===== src/rtl/cpu_frontend_pkg.sv =====
// Shared frontend definitions: fetch FSM states, kseg translation constants
// and the boot vector.
package cpu_frontend_pkg;

    typedef enum logic [1:0] {
        S_BOOT,
        S_RUN,
        S_WAIT_DS
    } fetch_state_e;

    // vaddr[31:30] value that selects kseg0/kseg1, and the value forced onto vaddr[31:29]
    localparam logic [1:0] KSEG_SEG_MATCH = 2'b10;
    localparam logic [2:0] KSEG_CLEAR     = 3'b000;

    localparam logic [31:0] RESET_PC_DEFAULT = 32'hBFC0_0000;

endpackage


===== src/rtl/kseg_xlate.sv =====
// Combinational unmapped-segment translation (kseg0/kseg1 -> low physical).
// Shared by the ICache and DCache address paths.
module kseg_xlate
    import cpu_frontend_pkg::*;
#(
    parameter int unsigned ADDR_W   = 32,
    parameter int unsigned KSEG_MAP = 1
) (
    input  logic [ADDR_W-1:0] vaddr,
    output logic [ADDR_W-1:0] paddr
);

    generate
        if (KSEG_MAP != 0 && ADDR_W >= 32) begin : g_map
            always_comb begin
                paddr = vaddr;
                if (vaddr[31:30] == KSEG_SEG_MATCH) begin
                    paddr[31:29] = KSEG_CLEAR;
                end
            end
        end else begin : g_flat
            assign paddr = vaddr;
        end
    endgenerate

endmodule


===== src/rtl/fetch_addr_gen.sv =====
// Fetch PC register and next-PC selection (exception, flush, BPU, sequential)
// with a one-entry buffer for predictions whose delay slot lies in the next group.
module fetch_addr_gen
    import cpu_frontend_pkg::*;
#(
    parameter int unsigned       ADDR_W   = 32,
    parameter int unsigned       FETCH_N  = 2,
    parameter logic [ADDR_W-1:0] RESET_PC = ADDR_W'(RESET_PC_DEFAULT),
    parameter int unsigned       KSEG_MAP = 1
) (
    input  logic              clk,
    input  logic              rst,
    input  logic              exc_valid,
    input  logic [ADDR_W-1:0] exc_target,
    input  logic              br_flush,
    input  logic [ADDR_W-1:0] br_target,
    input  logic              bpu_taken,
    input  logic              bpu_dely,
    input  logic [ADDR_W-1:0] bpu_target,
    input  logic              stall,
    output logic              icache_req,
    input  logic              icache_addr_ok,
    output logic [ADDR_W-1:0] vaddr_to_icache,
    output logic [ADDR_W-1:0] paddr_to_icache,
    output logic              fetch_fire,
    output logic              pend_valid_o
);

    localparam int unsigned OFF_W = $clog2(4 * FETCH_N);
    localparam int unsigned GRP_W = ADDR_W - OFF_W;

    fetch_state_e      state_q, state_d;
    logic [ADDR_W-1:0] pc_q, pc_d;
    logic              pend_valid_q, pend_valid_d;
    logic [ADDR_W-1:0] pend_target_q, pend_target_d;
    logic [ADDR_W-1:0] seq_pc;

    // Offset bits are dropped, so an unaligned PC still advances to the next group.
    assign seq_pc = {pc_q[ADDR_W-1:OFF_W] + {{(GRP_W-1){1'b0}}, 1'b1}, {OFF_W{1'b0}}};

    assign icache_req      = (state_q != S_BOOT) & ~stall & ~exc_valid & ~br_flush;
    assign fetch_fire      = icache_req & icache_addr_ok;
    assign vaddr_to_icache = pc_q;
    assign pend_valid_o    = pend_valid_q;

    always_comb begin
        state_d       = state_q;
        pc_d          = pc_q;
        pend_valid_d  = pend_valid_q;
        pend_target_d = pend_target_q;
        if (exc_valid) begin
            pc_d          = exc_target;
            pend_valid_d  = 1'b0;
            pend_target_d = '0;
            state_d       = S_RUN;
        end else if (br_flush) begin
            pc_d          = br_target;
            pend_valid_d  = 1'b0;
            pend_target_d = '0;
            state_d       = S_RUN;
        end else begin
            unique case (state_q)
                S_BOOT: state_d = S_RUN;
                S_RUN: begin
                    if (fetch_fire) begin
                        if (bpu_taken && !bpu_dely) begin
                            pc_d = bpu_target;
                        end else begin
                            pc_d = seq_pc;
                            if (bpu_taken) begin
                                pend_valid_d  = 1'b1;
                                pend_target_d = bpu_target;
                                state_d       = S_WAIT_DS;
                            end
                        end
                    end
                end
                S_WAIT_DS: begin
                    if (fetch_fire) begin
                        pc_d          = pend_target_q;
                        pend_valid_d  = 1'b0;
                        pend_target_d = '0;
                        state_d       = S_RUN;
                    end
                end
                default: state_d = S_BOOT;
            endcase
        end
    end

    always_ff @(posedge clk) begin
        if (rst) begin
            state_q       <= S_BOOT;
            pc_q          <= RESET_PC;
            pend_valid_q  <= 1'b0;
            pend_target_q <= '0;
        end else begin
            state_q       <= state_d;
            pc_q          <= pc_d;
            pend_valid_q  <= pend_valid_d;
            pend_target_q <= pend_target_d;
        end
    end

    kseg_xlate #(
        .ADDR_W   (ADDR_W),
        .KSEG_MAP (KSEG_MAP)
    ) u_xlate (
        .vaddr (pc_q),
        .paddr (paddr_to_icache)
    );

endmodule


===== config.mk =====
export PLATFORM = sky130hd
export DESIGN_NAME = fetch_addr_gen
export DESIGN_NICKNAME = d
export VERILOG_FILES = /design/src/rtl/cpu_frontend_pkg.sv /design/src/rtl/kseg_xlate.sv /design/src/rtl/fetch_addr_gen.sv
export SDC_FILE = /design/constraint.sdc
export NUM_CORES = 1
export LEC_CHECK = 0
export CAP_MARGIN = 20
export CORE_MARGIN = 4
export CORE_UTILIZATION = 45
export CTS_CLUSTER_DIAMETER = 150
export DETAILED_ROUTE_END_ITERATION = 6
export PLACE_DENSITY = 0.8
export SYNTH_ARGS = -nofsm -noshare
export SYNTH_HDL_FRONTEND = slang
export SYNTH_SLANG_ARGS = --single-unit

===== constraint.sdc =====
create_clock -name clk -period 2.8 [get_ports clk]
set_input_delay 0.84 -clock clk [delete_from_list [all_inputs] [get_ports clk]]
set_output_delay 0.84 -clock clk [all_outputs]
set_load 0.005 [all_outputs]

==> flow_summary.yaml, run 1 <==
worst_setup_path:
  worstSetupPathType: "in2out"
  cp_max_fo: 3
  startpoint_type: "input pin"
  critPathMaxStageDelay_ns: 0.31
  reg2reg_depth: 11
  cp.required_ns: 1.96
  path_buf_inv: 4
  end_kind: "primary output"
  crit_family: "buffers and inverters"
  cp.depth: 6
  arrival_ns: 1.88
  slowest_stage: "nor4_4"
  crit_chain: "dlygate4sd2_1, nor4_4, buf_4, nand2_2, inv_1, clkdlybuf4s15_2"
timing:
  final-setup-viol-count: 0
  max_freq_mhz: 367
  tightest_slew_ns: 0.469
  period_needed_ns: 2.72
  setup_tns_ns: 0
  finalHoldViolCount: 0
  skew_ns: 0.0114
  timing.hold.ws_ns: 0.456
  final-max-slew-violation-count: 0
  rsz0062_at_grt: "false"
  min_period_over_period: 0.972
  relSlewSlack: 0.686
grt:
  grtUsageTotal: 0.299
  grt_first_pass_wirelength_mm: 27.0
  grt_max_degree: 50
  grt_overflow: 0
  grt_pass1_vias: 4947
  antenna_found_initial: 0
cts:
  cts_hold_buf: 0
  cts_buffers: 9
  numClockSinks: 67
  htreeDepth: 3
  clock_path_buffers: 2
  cts_root_buf: "clkbuf_8"
  cts_tree: "built"
  path_clk_slew_ns: 0.08
  clk_latency_ns: 0.35
layout:
  antenna_cells: 0
  multi_input_area_sq_um: 2710
  area_growth_pct: 46.1
  seq_area_sq_um: 1340
  utilization: 0.676
  drive_above_1_share: 0.115
  fin_nets: 877
  nFillCells: 856
drt:
  avgRoutedWirePerCell_um: 20.1
  viasPerCell: 5.93
  dr.pass1.iters: 5
  num_vias: 5364
  drcViolationCount: 0
  drt-total-wl_mm: 18.2
  antenna_left: 0
  drtIter0Drc: 489
power:
  powerDensity_nw_per_um2: 419
  p_leak_uw: 0.00242
  peakVddDrop_mv: 0.310
floorplanning:
  start_util: 0.463
  rows: 36
  io_pins: 171
  die_w_um: 108
  dieArea_sq_um: 11700
  fp.dieH_um: 108
  core_sq_um: 9770
synth:
  ys_seq_elements: 67
  ys_types: 65
  syn_inst: 611
  synth_edf_count: 0
  yosysWarnings: 0
  yosysSeqAreaShare: 0.297
  synth_ff_type: "dfxtp_1"
  syn_area_sq_um: 4520
  avgSynthCellArea_sq_um: 7.40
  syn-num-nets: 721
  synthArstFlopShare: 0
place:
  io_buffers: 170
  place_congestion: 0.912
  dpl.hpwl_mm: 13.6
run_status:
  status: "finished clean"
run:
  max-cap-violations: 0
worst_hold_path:
  min_path_cells: 2
  hold_path_class: "reg2reg"
[tightest hold or removal path, stage by stage, from the launching register on]
cell and delay, ns:
dfxtp_1 0.32, nand2_1 0.05, a21oi_1 0.05
[cells by family after synthesis]
family	share of synthesized area
AND/OR/NAND/NOR	0.281
buffers and inverters	0.110
AO/OA/AOI/OAI	0.256
adder cells (fa/ha/maj)	0.0166
XOR/XNOR	0.0329
multiplexers	0.00692
flip-flops	0.297
[area by class of cell]
| class | instances | area share |
|---|---|---|
| inverter | 9 | 0.00511 |
| tap | 133 | 0.0252 |
| timing repair buffer | 225 | 0.327 |
| multi-input combinational | 455 | 0.409 |
| sequential | 67 | 0.203 |
| clock buffer | 9 | 0.0188 |
| clock inverter | 7 | 0.0114 |
[registers in the layout (all words and copies together), names as in the netlist]
name / cells
vaddr_to_icache: 32
pend_valid_o: 1
pend_target_q: 32
state_q: 2
[where the power goes]
group	switching [uW]	leakage, uW	internal, uW	total (uW)
Sequential	83.7	0.000549	1000	1090
Combinational	364	0.00177	470	834
Clock	428	0.000104	418	846
[worst paths after layout]
kind | slack [ns] | end | startpoint
worst max-delay path | 0.08 | fetch_fire | br_flush
worst min-delay path | 0.46 | pend_target_q[3] | pend_target_q[3]
worst max register to register | 0.30 | vaddr_to_icache[14] | state_q[0]
worst min register to register | 0.46 | pend_target_q[3] | pend_target_q[3]
[what timing repair did]
action                     CTS  global route
resized for setup            9             2
setup buffers                2             0
gates cloned                 0             0
pin swaps                    2             0
setup endpoints to repair    3             4
[cell usage after synthesis, types with 9 or more instances]
cell / number / area share
nand3_1: 27 / 0.030
nand3b_1: 15 / 0.025
nand2_1: 76 / 0.063
clkbuf_1: 36 / 0.030
o22ai_1: 13 / 0.018
a21oi_1: 59 / 0.065
nor2_1: 58 / 0.048
nor3_1: 18 / 0.020
nor2b_1: 10 / 0.014
a31oi_1: 13 / 0.018
o21ai_0: 22 / 0.024
dfxtp_1: 67 / 0.30
xor2_1: 11 / 0.021
buf_4: 29 / 0.048
a221oi_1: 9 / 0.017
a211oi_1: 10 / 0.017
[layout by cell type (no fill, tap or decap), types with 3 or more instances in the layout]
cell type / Yosys / routed
nand2_1: 76 / 75
a2111oi_0: 4 / 3
a222oi_1: 6 / 6
nand3_1: 27 / 27
nand3b_1: 15 / 15
dlygate4sd2_1: 0 / 4
xor2_1: 11 / 11
buf_12: 0 / 4
a22oi_1: 7 / 7
inv_1: 8 / 8
a221oi_1: 9 / 9
or3_1: 5 / 5
nor2_1: 58 / 57
clkbuf_8: 4 / 9
clkdlybuf4s50_1: 0 / 165
o21ai_0: 22 / 22
xnor2_1: 6 / 6
nand4_1: 6 / 6
nor3b_1: 3 / 3
a21oi_1: 59 / 59
o22ai_1: 13 / 13
buf_4: 29 / 51
nor4_1: 8 / 8
nor3_1: 18 / 18
a31oi_1: 13 / 13
o211ai_1: 7 / 7
o31ai_1: 4 / 4
ha_1: 6 / 5
dfxtp_1: 67 / 67
and2_1: 3 / 3
nand2b_1: 5 / 5
a211oi_1: 10 / 10
and3_1: 5 / 5
nor2b_1: 10 / 10
a221o_1: 4 / 4
[metrics by stage]
| stage | total power (uW) | instance area, sq um | setup WS (ns) | instances |
|---|---|---|---|---|
| after detailed placement | 1930 | 6380 | -0.612 | 887 |
| after global routing | 2880 | 6610 | 0.00698 | 905 |
| final | 2770 | 6610 | 0.0785 | 905 |
| after CTS | 2750 | 6590 | 0.0763 | 905 |
| after floorplan | 1470 | 4520 | 0.388 | 611 |
| after global placement | 1920 | 6380 | -0.651 | 887 |
[layer usage]
metal	vias to the layer above	GRT usage	part of all wire
li1	2516	-	-
met1	2505	0.431	0.44
met2	305	0.452	0.44
met3	38	0.0621	0.092
met4	0	0.0775	0.024
met5	-	0	0
Note: power is estimated with default switching activity, not from simulation.
==> run 2, diff against run 1 <==
--- a/config.mk
+++ b/config.mk
@@ -6,7 +6,6 @@
 export NUM_CORES = 1
 export LEC_CHECK = 0
 export CAP_MARGIN = 20
-export CORE_MARGIN = 4
 export CORE_UTILIZATION = 45
 export CTS_CLUSTER_DIAMETER = 150
 export DETAILED_ROUTE_END_ITERATION = 6
==> flow_summary.yaml, run 2 (same netlist as run 1, synthesis figures left out) <==
worst_hold_path:
  min-delay-start: "pend_target_q[12]"
  hold_path_class: "reg2reg"
power:
  p_comb_frac: 0.303
  p_int_uw: 1910
  powerDensity_nw_per_um2: 416
  p_leak_uw: 0.00245
  p_sw_frac: 0.310
  power.switching_uw: 859
  clock_power_share: 0.304
  peakVddDrop_mv: 0.214
  pwr-share-seq: 0.393
cts:
  clk_latency_ns: 0.35
  path_clk_slew_ns: 0.08
  numClockSinks: 67
  cts_buffers: 9
  htreeDepth: 3
  clock_path_buffers: 2
  cts_root_buf: "clkbuf_8"
  cts_tree: "built"
layout:
  fin_cells: 909
  final_common_cell: "clkdlybuf4s50_1"
  antenna_cells: 0
  fin_nets: 881
  multi_input_area_sq_um: 2720
  nFillCells: 834
  seq_area_sq_um: 1340
  mostFrequentLayoutCells: "clkdlybuf4s50_1 (165), nand2_1 (75), dfxtp_1 (66)"
  drive_above_1_share: 0.124
  area_growth_pct: 47.2
place:
  place_congestion: 0.956
  place_ws_ns: -0.458
  io_buffers: 170
  dp.cells: 886
  dpl.hpwl_mm: 13.2
grt:
  grt_overflow: 0
  grt_first_pass_wirelength_mm: 27.4
  antenna_found_initial: 0
  grtUsageTotal: 0.346
  grt_pass1_vias: 5143
  grt_max_degree: 38
worst_setup_path:
  worstSetupStartpoint: "stall"
  cp.required_ns: 1.96
  cp_max_fo: 2
  arrival_ns: 1.84
  critPathMaxStageDelay_ns: 0.31
  worstSetupPathType: "in2out"
  end_kind: "primary output"
  startpoint_type: "input pin"
  rrSetupSlack_ns: 0.24
  crit_chain: "dlygate4sd2_1, nor4_2, buf_4, nand2_4, inv_1, clkdlybuf4s15_2"
  regToRegStartpoint: "state_q[1]"
  slowest_stage: "nor4_2"
floorplanning:
  start_util: 0.463
  rows: 36
  dieArea_sq_um: 10500
  die_w_um: 102
  core_sq_um: 9770
  fp.dieH_um: 102
  io_pins: 171
drt:
  dr.pass1.iters: 6
  avgRoutedWirePerCell_um: 19.8
  num_vias: 5434
  drt-total-wl_mm: 18.0
  viasPerCell: 5.98
  antenna_left: 0
  drcViolationCount: 0
  drtIter0Drc: 629
timing:
  tightest_slew_ns: 0.515
  rsz0062_at_grt: "false"
  skew_ns: 0.00857
  max_freq_mhz: 373
  finalHoldViolCount: 0
  period_needed_ns: 2.68
  min_period_over_period: 0.959
  final-max-slew-violation-count: 0
  relSlewSlack: 0.655
  setup_ws_ns: 0.116
  final-setup-viol-count: 0
run:
  max-cap-violations: 0
run_status:
  status: "finished clean"
## run 2: worst paths after layout
kind	end	cells past startpoint
min	pend_target_q[12]	2
max	fetch_fire	6
max reg2reg	vaddr_to_icache[8]	15
min reg2reg	pend_target_q[12]	2
## run 2: final cells by class
class	instances	share of cell area
multi-input combinational	455	0.408
timing repair buffer	229	0.331
sequential	67	0.202
tap	133	0.0250
clock buffer	11	0.0212
clock inverter	5	0.00789
inverter	9	0.00508
## run 2: stage by stage
| step | setup TNS, ns | util | instance area, sq um | hold WS (ns) | power [uW] |
|---|---|---|---|---|---|
| after floorplan | 0 | - | 4520 | 0.427 | 1470 |
| after global placement | -6.64 | 0.653 | 6380 | 0.436 | 1910 |
| after detailed placement | -9.62 | 0.653 | 6380 | 0.440 | 1930 |
| after CTS | -0.0395 | 0.680 | 6640 | 0.451 | 2750 |
| after global routing | 0 | 0.681 | 6660 | 0.469 | 2880 |
| final | 0 | 0.681 | 6660 | 0.452 | 2770 |
## run 2: per-layer routing
metal	part of all wire	vias to the layer above	GRT usage
met5	0	-	0
met4	0.022	0	0.119
met3	0.10	37	0.0807
met2	0.46	354	0.544
met1	0.42	2526	0.463
li1	-	2517	-
## run 2: power by group through the flow
stage	Clock, uW	Combinational [uW]	Sequential, uW
6_report	842	839	1090
5_1_grt	883	900	1090
4_1_cts	841	826	1080
3_5_place_dp	0	819	1110
3_3_place_gp	0	811	1100
2_1_floorplan	0	376	1090
## run 2: timing repair
item,CTS,global route
resized for setup,8,8
setup endpoints to repair,2,3
setup buffers,9,0
pin swaps,2,5
endpoints found under the hold margin,0,0
hold buffers,0,0
cloned,0,0
## run 2: critical path, delay by kind of cell
family                 cells  cell delay [ns]
buffers and inverters      4             0.65
and+or+nand+nor            2             0.35
